--- src/rtl/hazard_pkg.sv ---
// -----------------------------------------------------------------------------
// hazard_pkg
// Shared types and constants for the 5-stage MIPS hazard controller.
//   state_t   : hazard sequencer states (INIT / RUN / MD_WAIT)
//   FWD_*     : ALU operand forwarding mux selects
// -----------------------------------------------------------------------------
package hazard_pkg;

    typedef enum logic [1:0] {
        INIT    = 2'd0,
        RUN     = 2'd1,
        MD_WAIT = 2'd2
    } state_t;

    localparam logic [1:0] FWD_RF = 2'b00;  // register file
    localparam logic [1:0] FWD_W  = 2'b01;  // writeback stage result
    localparam logic [1:0] FWD_M  = 2'b10;  // memory stage result

endpackage

--- src/rtl/hazard_ctrl_fwd_unit.sv ---
// -----------------------------------------------------------------------------
// fwd_unit
// Purely combinational forwarding selection.
// Ports:
//   rs_d, rt_d           : Decode source registers (branch comparator)
//   rs_e, rt_e           : Execute source registers (ALU operands)
//   write_reg_m/_w       : destination registers in Memory / Writeback
//   reg_write_m/_w       : write enables in Memory / Writeback
//   forward_a_e/_b_e     : ALU operand selects (FWD_RF / FWD_W / FWD_M)
//   forward_a_d/_b_d     : branch comparator forward-from-M selects
// Memory has priority over Writeback; register $0 is never forwarded.
// -----------------------------------------------------------------------------
module fwd_unit
    import hazard_pkg::*;
#(
    parameter int unsigned REG_ADDR_W = 5
) (
    input  logic [REG_ADDR_W-1:0] rs_d,
    input  logic [REG_ADDR_W-1:0] rt_d,
    input  logic [REG_ADDR_W-1:0] rs_e,
    input  logic [REG_ADDR_W-1:0] rt_e,
    input  logic [REG_ADDR_W-1:0] write_reg_m,
    input  logic [REG_ADDR_W-1:0] write_reg_w,
    input  logic                  reg_write_m,
    input  logic                  reg_write_w,
    output logic [1:0]            forward_a_e,
    output logic [1:0]            forward_b_e,
    output logic                  forward_a_d,
    output logic                  forward_b_d
);

    logic m_valid;
    logic w_valid;

    always_comb begin
        m_valid = reg_write_m && (write_reg_m != '0);
        w_valid = reg_write_w && (write_reg_w != '0);

        forward_a_e = FWD_RF;
        if (m_valid && (write_reg_m == rs_e))
            forward_a_e = FWD_M;
        else if (w_valid && (write_reg_w == rs_e))
            forward_a_e = FWD_W;

        forward_b_e = FWD_RF;
        if (m_valid && (write_reg_m == rt_e))
            forward_b_e = FWD_M;
        else if (w_valid && (write_reg_w == rt_e))
            forward_b_e = FWD_W;

        forward_a_d = m_valid && (write_reg_m == rs_d);
        forward_b_d = m_valid && (write_reg_m == rt_d);
    end

endmodule

--- src/rtl/hazard_ctrl.sv ---
// -----------------------------------------------------------------------------
// hazard_ctrl
// Pipeline hazard / sequencing controller for the 5-stage MIPS core.
// Generates stall, flush and forwarding controls for the F/D, D/E and E/M
// pipeline registers, fills the pipe with bubbles after reset, and holds the
// pipe while a multi-cycle MUL/DIV occupies Execute (with a watchdog).
//
// Ports:
//   CLK, RST                     : clock, asynchronous active-low reset
//   RsD, RtD, RsE, RtE           : source registers in Decode / Execute
//   WriteRegE/M/W, RegWriteE/M/W : destination registers / write enables
//   MemtoRegE, MemtoRegM         : load in Execute / Memory
//   BranchD, PCSrcD              : branch in Decode, branch/jump taken
//   MdStartE, MdDone             : MUL/DIV in Execute (level), result pulse
//   StallF, StallD, StallE       : hold PC / F-D / D-E registers
//   FlushD, FlushE               : clear F-D / D-E registers
//   ForwardAE/BE, ForwardAD/BD   : forwarding selects
//   MdBusy, MdTimeout            : MUL/DIV wait, sticky watchdog error
//
// Optional build macro HAZARD_PERF_CNT_EN adds saturating counters
//   StallCnt (StallD cycles in RUN/MD_WAIT), FlushCnt (FlushE cycles in RUN),
//   MdCnt (entries into MD_WAIT).
// -----------------------------------------------------------------------------
module hazard_ctrl
    import hazard_pkg::*;
#(
    parameter int unsigned REG_ADDR_W  = 5,
    parameter int unsigned FILL_CYCLES = 4,
    parameter int unsigned MD_TIMEOUT  = 64
) (
    input  logic                  CLK,
    input  logic                  RST,
    input  logic [REG_ADDR_W-1:0] RsD,
    input  logic [REG_ADDR_W-1:0] RtD,
    input  logic [REG_ADDR_W-1:0] RsE,
    input  logic [REG_ADDR_W-1:0] RtE,
    input  logic [REG_ADDR_W-1:0] WriteRegE,
    input  logic [REG_ADDR_W-1:0] WriteRegM,
    input  logic [REG_ADDR_W-1:0] WriteRegW,
    input  logic                  RegWriteE,
    input  logic                  RegWriteM,
    input  logic                  RegWriteW,
    input  logic                  MemtoRegE,
    input  logic                  MemtoRegM,
    input  logic                  BranchD,
    input  logic                  PCSrcD,
    input  logic                  MdStartE,
    input  logic                  MdDone,
    output logic                  StallF,
    output logic                  StallD,
    output logic                  StallE,
    output logic                  FlushD,
    output logic                  FlushE,
    output logic [1:0]            ForwardAE,
    output logic [1:0]            ForwardBE,
    output logic                  ForwardAD,
    output logic                  ForwardBD,
    output logic                  MdBusy,
`ifdef HAZARD_PERF_CNT_EN
    output logic [31:0]           StallCnt,
    output logic [31:0]           FlushCnt,
    output logic [15:0]           MdCnt,
`endif
    output logic                  MdTimeout
);

    state_t     state, state_nxt;
    logic [3:0] fill_cnt, fill_nxt;
    logic [7:0] wd_cnt, wd_nxt;
    logic       timeout_q, timeout_nxt;
    logic       lwstall, brstall, hazard;

    fwd_unit #(
        .REG_ADDR_W (REG_ADDR_W)
    ) u_fwd (
        .rs_d        (RsD),
        .rt_d        (RtD),
        .rs_e        (RsE),
        .rt_e        (RtE),
        .write_reg_m (WriteRegM),
        .write_reg_w (WriteRegW),
        .reg_write_m (RegWriteM),
        .reg_write_w (RegWriteW),
        .forward_a_e (ForwardAE),
        .forward_b_e (ForwardBE),
        .forward_a_d (ForwardAD),
        .forward_b_d (ForwardBD)
    );

    always_comb begin
        lwstall = MemtoRegE && ((RtE == RsD) || (RtE == RtD));
        brstall = BranchD &&
                  ((RegWriteE && ((WriteRegE == RsD) || (WriteRegE == RtD))) ||
                   (MemtoRegM && ((WriteRegM == RsD) || (WriteRegM == RtD))));
        hazard  = lwstall || brstall;
    end

    always_ff @(posedge CLK or negedge RST) begin
        if (!RST) begin
            state     <= INIT;
            fill_cnt  <= 4'(FILL_CYCLES - 1);
            wd_cnt    <= '0;
            timeout_q <= 1'b0;
        end else begin
            state     <= state_nxt;
            fill_cnt  <= fill_nxt;
            wd_cnt    <= wd_nxt;
            timeout_q <= timeout_nxt;
        end
    end

    always_comb begin
        state_nxt   = state;
        fill_nxt    = fill_cnt;
        wd_nxt      = wd_cnt;
        timeout_nxt = timeout_q;
        StallF      = 1'b0;
        StallD      = 1'b0;
        StallE      = 1'b0;
        FlushD      = 1'b0;
        FlushE      = 1'b0;
        MdBusy      = 1'b0;

        case (state)
            INIT: begin
                FlushD = 1'b1;
                FlushE = 1'b1;
                if (fill_cnt == '0)
                    state_nxt = RUN;
                else
                    fill_nxt = fill_cnt - 4'd1;
            end
            RUN: begin
                StallF = hazard;
                StallD = hazard;
                FlushE = hazard;
                // A stalled decode must keep its instruction even if a
                // taken branch/jump is reported in the same cycle.
                FlushD = PCSrcD && !hazard;
                if (MdStartE && !MdDone) begin
                    state_nxt = MD_WAIT;
                    wd_nxt    = 8'(MD_TIMEOUT - 1);
                end
            end
            MD_WAIT: begin
                StallF = 1'b1;
                StallD = 1'b1;
                StallE = 1'b1;
                MdBusy = 1'b1;
                // Completion takes precedence over watchdog expiry.
                if (MdDone) begin
                    state_nxt = RUN;
                end else if (wd_cnt == '0) begin
                    state_nxt   = RUN;
                    timeout_nxt = 1'b1;
                end else begin
                    wd_nxt = wd_cnt - 8'd1;
                end
            end
            default: begin
                state_nxt = INIT;
                fill_nxt  = 4'(FILL_CYCLES - 1);
            end
        endcase
    end

    assign MdTimeout = timeout_q;

`ifdef HAZARD_PERF_CNT_EN
    always_ff @(posedge CLK or negedge RST) begin
        if (!RST) begin
            StallCnt <= '0;
            FlushCnt <= '0;
            MdCnt    <= '0;
        end else begin
            if (StallD && (state == RUN || state == MD_WAIT) && StallCnt != '1)
                StallCnt <= StallCnt + 32'd1;
            if (FlushE && state == RUN && FlushCnt != '1)
                FlushCnt <= FlushCnt + 32'd1;
            if (state == RUN && state_nxt == MD_WAIT && MdCnt != '1)
                MdCnt <= MdCnt + 16'd1;
        end
    end
`endif

endmodule

--- config.mk ---
export PLATFORM = sky130hd
export DESIGN_NAME = hazard_ctrl
export DESIGN_NICKNAME = d
export VERILOG_FILES = /design/src/rtl/hazard_pkg.sv /design/src/rtl/hazard_ctrl_fwd_unit.sv /design/src/rtl/hazard_ctrl.sv
export SDC_FILE = /design/constraint.sdc
export NUM_CORES = 1
export LEC_CHECK = 0
export ABC_CLOCK_PERIOD_IN_PS = 1800
export CAP_MARGIN = 20
export CORE_ASPECT_RATIO = 0.5
export CORE_MARGIN = 8
export CORE_UTILIZATION = 41
export CTS_CLUSTER_SIZE = 40
export DETAILED_ROUTE_END_ITERATION = 8
export PLACE_DENSITY_LB_ADDON = 0.05
export SYNTH_ARGS = -nofsm -noshare
export SYNTH_HDL_FRONTEND = slang
export SYNTH_SLANG_ARGS = --single-unit
--- constraint.sdc ---
create_clock -name CLK -period 1.8 [get_ports CLK]
set_clock_uncertainty 0.1 [all_clocks]
set_input_delay 0.18 -clock CLK [delete_from_list [all_inputs] [get_ports CLK]]
set_output_delay 0.18 -clock CLK [all_outputs]
set_load 0.05 [all_outputs]
# --- Yosys cells after proc, flatten, opt, wreduce, memory -nomap -nowiden ---
# Cells that the tools add are included.
op_classes:
  n_addsub: 2
  n_eq_ne: 18
  mux: 19
  bitwise_logic: 2
  reduce_logical: 32
ops:
  columns: ["cell", "n"]
  rows:
  - ["$eq 5x5->1", 10]
  - ["$mux 8", 3]
  - ["$pmux 8 s2", 1]
  - ["$logic_and 1x1->1", 14]
  - ["$mux 2", 6]
  - ["$ne 2x2->1 const B", 5]
  - ["$reduce_bool 5->1", 2]
  - ["$logic_not 8->1", 1]
  - ["$pmux 4 s2", 1]
  - ["$sub 8x1->8 const B", 1]
  - ["$pmux 1 s2", 3]
  - ["$pmux 2 s3", 1]
  - ["$reduce_and 3->1", 2]
  - ["$logic_or 1x1->1", 5]
  - ["$logic_not 4->1", 1]
  - ["$mux 4", 1]
  - ["$reduce_and 4->1", 1]
  - ["$sub 4x1->4 const B", 1]
  - ["$mux 1", 3]
  - ["$ne 3x3->1 const B", 1]
  - ["$eq 2x1->1 const B", 1]
  - ["$eq 2x2->1 const B", 1]
  - ["$logic_not 1->1", 2]
  - ["$logic_not 2->1", 1]
  - ["other kinds (4)", 5]
totals:
  ff_bits: 15
  output_inout_bits: 13
  wordCells: 77

# --- Logic depth before layout (Yosys ltp) ---
logic_depth:
  word_depth: 9
  ltp_mapped: 9

# --- Modules after synthesis ---
# A second synthesis with hierarchy kept.
hier_totals:
  cells_unflattened: 201
  area_unflattened_um2: 1727.9
by_module_without_submodules:
  columns: ["mod", "n_inst", "cells_each", "area_each_um2", "seq_area_each_um2"]
  rows:
  - ["hazard_ctrl", 1, 148, 1320.0, 377.9]
  - ["fwd_unit", 1, 53, 407.9, 0.0]

# --- Worst setup path before layout ---
# Ideal clock, no wire load.
synth_timing:
  kind: "flip-flop to output port"
  from: "register state[0]"
  to: "output port StallF"
  arrival_ps: 2436
  required_time_ps: 1520
  slack_ps: -916
  path_stages_with_launch: 7
  n_path_buf: 2
  path_cell_list: "dfrtp_1 -> inv_1 -> ha_1 -> buf_2 -> a21oi_1 -> a21boi_1 -> buf_4"
synth_between:
  elab_chain_cells: 2
  word_cells_on_any_way: 3
synth_lines:
  columns: ["item", "line", "rtl"]
  rows:
  - ["from (decl)", "hazard_ctrl.sv:67", "state_t state, state_nxt;"]
  - ["from (signal assigned)", "hazard_ctrl.sv:105", "state <= state_nxt;"]
  - ["$eq 2x2->1 or $eq 2x1->1 (tied branches)", null, null]
  - ["$pmux 1 s2 (*)", null, null]
  - ["to (decl)", "hazard_ctrl.sv:49", "output logic StallF,"]
# Every way passes the cells marked *; elsewhere a longest branch is shown, timed or not.

# --- Worst setup path after layout ---
layout_timing:
  from: "register state[1]"
  to: "register wd_cnt[7]"
layout_between:
  elab_chain_cells: 3
  word_cells_on_any_way: 8
layout_lines:
  columns: ["item", "line", "rtl"]
  rows:
  - ["$eq 2x2->1 or $eq 2x1->1 (tied branches)", "hazard_ctrl.sv:124", "case (state)"]
  - ["$ne 2x2->1 (no line) or $reduce_bool 2->1 (tied branches)", null, null]
  - ["$reduce_and 4->1 (no line)", null, null]
  - ["to (signal assigned)", "hazard_ctrl.sv:107", "wd_cnt <= wd_nxt;"]
  - ["to (decl)", "hazard_ctrl.sv:69", "logic [7:0] wd_cnt, wd_nxt;"]
# Parallel ways exist; a longest one is shown, timed or not.
# A chain may end at the register's enable or synchronous reset.

==> impl_metrics.py <==
metrics = {
    "placed_design": {
        "placedInstanceArea_um2": 2680,
        "placed_cells": 335,
        "port-buffer-count": 58,
        "hpwl_um": 4190,
        "finalWeightedCongestion": 0.811,
    },
    "yosys": {
        "multiplexer_fraction_of_the_synthesized_cell_area_pct": 2.60,
        "synth_simple_gate_area_share_pct": 21.3,
        "yosysWarnings": 0,
        "synth-seq-cells": 15,
        "syn_nets": 244,
        "synth_top_family_by_area": "XOR/XNOR gates",
        "adder_and_majority_cell_fraction_of_the_synthesized_area_pct": 6.12,
        "mappedNetlistArea_um2": 1640,
        "synthCells": 190,
        "netlist-cell-type-count": 43,
        "syn-mean-instance-area_um2": 8.61,
        "yosys.area_share.xor_xnor_pct": 28.9,
        "synth-compound-area-share_pct": 11.9,
        "synth_sequential_area_ratio_pct": 23.1,
    },
    "global_route": {
        "grt_first_pass_wirelength_um": 9670,
        "grt_antenna_before_repair": 0,
        "grt_overflow": 0,
        "grt_pass1_vias": 2022,
        "grt_max_degree": 16,
        "grt_use_total_pct": 18.6,
    },
    "setup_path": {
        "arr_time_crit_path_ns": 1.90,
        "critPathKind": "reg2reg",
        "critPathLaunchType": "flop",
        "critical_path.max_fanout": 6,
        "critPathRequiredTime_ns": 1.81,
        "endpoint_kind": "flop",
    },
    "pwr": {
        "power-per-cell-area_nw_per_um2": 945,
        "totalPowerFinal_mw": 2.94,
        "total_leakage_power_nw": 1.38,
        "largest_voltage_drop_on_the_vdd_net_mv": 0.921,
    },
    "die": {
        "design.portCount": 59,
        "core-area_um2": 3860,
        "dieHeight_um": 60.7,
        "num_rows": 16,
        "initial_utilization_pct": 42.3,
        "dieArea_um2": 6390,
        "die_width_um": 105,
    },
    "routing": {
        "drc": 0,
        "finalWirelength_um": 6200,
        "via_count": 1830,
        "antenna_left": 0,
        "detailedRoute.firstIterationViolations": 48,
        "vias_per_cell": 5.13,
        "route.detailed.wl_per_inst_um": 17.4,
        "dr.pass1.iters": 4,
    },
    "finish": {
        "layout.nets": 358,
        "area_growth_pct": 90.2,
        "antenna_cells": 0,
        "final_cells": 357,
        "n_fill_cell": 227,
        "finish.instance_area_um2": 3110,
        "layout-drive-gt1-share_pct": 55.4,
    },
    "clock_tree": {
        "cts.sinks": 15,
        "clock_insertion_delay_at_the_later_pin_of_the_skew_report_ns": 0.25,
        "clk_path_buf_depth": 2,
        "cts_htree_levels": 1,
        "clk_pin_slew_worst_setup_hold_paths_ns": 0.06,
        "cts_hold_buffers": 0,
        "cts-root-buf": "sky130_fd_sc_hd__clkbuf_8",
        "cts_buffers": 3,
        "tritoncts": "done",
    },
    "job": {
        "timing.max_cap.violations": 0,
    },
    "timing": {
        "finalSetupViolCount": 11,
        "hold_viol": 0,
        "rsz_0062_raised_after_global_routing": "true",
        "worst_slew_pin_slew_ns": 0.432,
        "timing_max_transition_violations_final": 0,
        "layout_setup_ws_ns": -0.0847,
        "slew_headroom_pct": 70.8,
        "post_route_clock_period_utilization_pct": 105,
        "post-route-min-period_ns": 1.88,
        "setup_tns_ns": -0.431,
        "fmax_mhz": 531,
    },
    "run_status": {
        "status": "finished with violations",
        "violations": "setup timing",
    },
    "worst_hold_path": {
        "hp-class": "in2async",
    },
}
## per-layer routing
metal	wire length (µm)	part of all wire, %	track usage, %
met1	2660	43	21.7
met2	3110	50	34.5
met3	372	6.0	3.28
met4	62	1.0	6.22
met5	0	0	0
## kinds of logic (layout without fill, tap and decap cells)
| group | count (synthesis) | in the layout |
|---|---|---|
| simple gates | 61 | 61 |
| flops | 15 | 15 |
| buf+inv | 19 | 132 |
| fa+ha+maj | 8 | 8 |
| mux | 4 | 4 |
| compound gates | 29 | 29 |
| xor+xnor | 54 | 54 |
## flip-flops by register name (all words and copies together), names as in the netlist
name,cells
state,2
wd_cnt,8
fill_cnt,4
MdTimeout,1
## where the power goes
group | internal (mW) | total (mW) | switching, mW
clock | 0.157 | 0.277 | 0.120
sequential | 0.444 | 0.542 | 0.0975
combinational | 1.06 | 2.12 | 1.06
## worst paths after layout
check / depth (start not counted) / to / slack, ns / startpoint
worst min-delay path: 2 / MdTimeout$_DFFE_PN0P_ / 0.14 / RST
worst max register to register: 9 / wd_cnt[7]$_DFFE_PN0P_ / -0.08 / state[1]$_DFFE_PN0P_
max in group asynchronous: 2 / fill_cnt[1]$_DFFE_PN1P_ / 1.22 / RST
min in group CLK: 1 / MdTimeout$_DFFE_PN0P_ / 0.41 / MdTimeout$_DFFE_PN0P_
worst min register to register: 1 / MdTimeout$_DFFE_PN0P_ / 0.41 / MdTimeout$_DFFE_PN0P_
worst max-delay path: 9 / wd_cnt[7]$_DFFE_PN0P_ / -0.08 / state[1]$_DFFE_PN0P_
## cells in the final DEF (no fill, tap or decap), drive strengths merged, types with 6 or more instances in the layout
master | Yosys | routed
a21oi | 8 | 8
buf | 10 | 89
clkbuf | 0 | 19
clkdlybuf4s50 | 0 | 8
dfrtp | 13 | 13
ha | 8 | 8
inv | 9 | 9
nand2 | 11 | 11
nand3 | 8 | 8
nor2 | 15 | 15
nor4 | 6 | 6
o21ai | 7 | 7
xnor2 | 26 | 26
xor2 | 28 | 28
## timing repair
item,4_1_cts,5_1_grt
resized for setup,117,83
endpoints found under the hold margin,0,0
endpoints found under the setup margin,11,20
gates cloned,1,0
pin swaps,34,38
setup buffers,11,8
## through the flow
| stage | utilization, % | setup WS (ns) | hold slack, ns |
|---|---|---|---|
| global route | 80.5 | -0.160 | 0.160 |
| floorplan | - | -0.225 | -0.216 |
| CTS | 77.5 | -0.162 | 0.151 |
| detailed placement | 69.4 | -0.523 | 0.393 |
| global placement | 69.4 | -0.468 | 0.358 |
| finish | 80.5 | -0.0847 | 0.143 |
## synthesized netlist by cell type (all sizes together)
master	number	area [µm²]
xor2	28	245
xnor2	26	228
nor2	15	56.3
dfrtp	13	325
nand2	11	41.3
buf	10	63.8
inv	9	33.8
a21oi	8	40.0
ha	8	100
nand3	8	40.0
o21ai	7	46.3
nor4	6	68.8
and3	4	25.0
nand4	4	25.0
nor3	4	20.0
or4	4	33.8
a22o	2	17.5
dfstp	2	52.6
mux2	2	22.5
mux2i	2	20.0
o22ai	2	12.5
a211oi	1	7.51
a21boi	1	7.51
a21o	1	7.51
a311oi	1	8.76
a31oi	1	6.26
a41o	1	10.0
nand2b	1	6.26
nand3b	1	7.51
nand4b	1	8.76
nor3b	1	7.51
nor4b	1	8.76
o21a	1	7.51
o21bai	1	7.51
o311ai	1	8.76
o31ai	1	7.51
## final cells by class
type	instances	area [µm²]	share of cell area (%)
multi-input combinational	156	1530	49.1
timing repair buffer	119	1060	34.0
sequential	15	378	12.1
tap	54	67.6	2.17
clock buffer	4	45.0	1.45
inverter	9	33.8	1.09
## worst max-delay path: stages (launching register included)
cell	delay, ns
sky130_fd_sc_hd__dfrtp_1	0.38
sky130_fd_sc_hd__inv_2	0.07
sky130_fd_sc_hd__ha_4	0.17
sky130_fd_sc_hd__buf_6	0.11
sky130_fd_sc_hd__mux2i_1	0.12
sky130_fd_sc_hd__a311oi_2	0.28
sky130_fd_sc_hd__buf_4	0.22
sky130_fd_sc_hd__nand3_2	0.07
sky130_fd_sc_hd__xor2_1	0.17
sky130_fd_sc_hd__nor2_1	0.06
No activity file was read; power rests on OpenSTA's default activity.
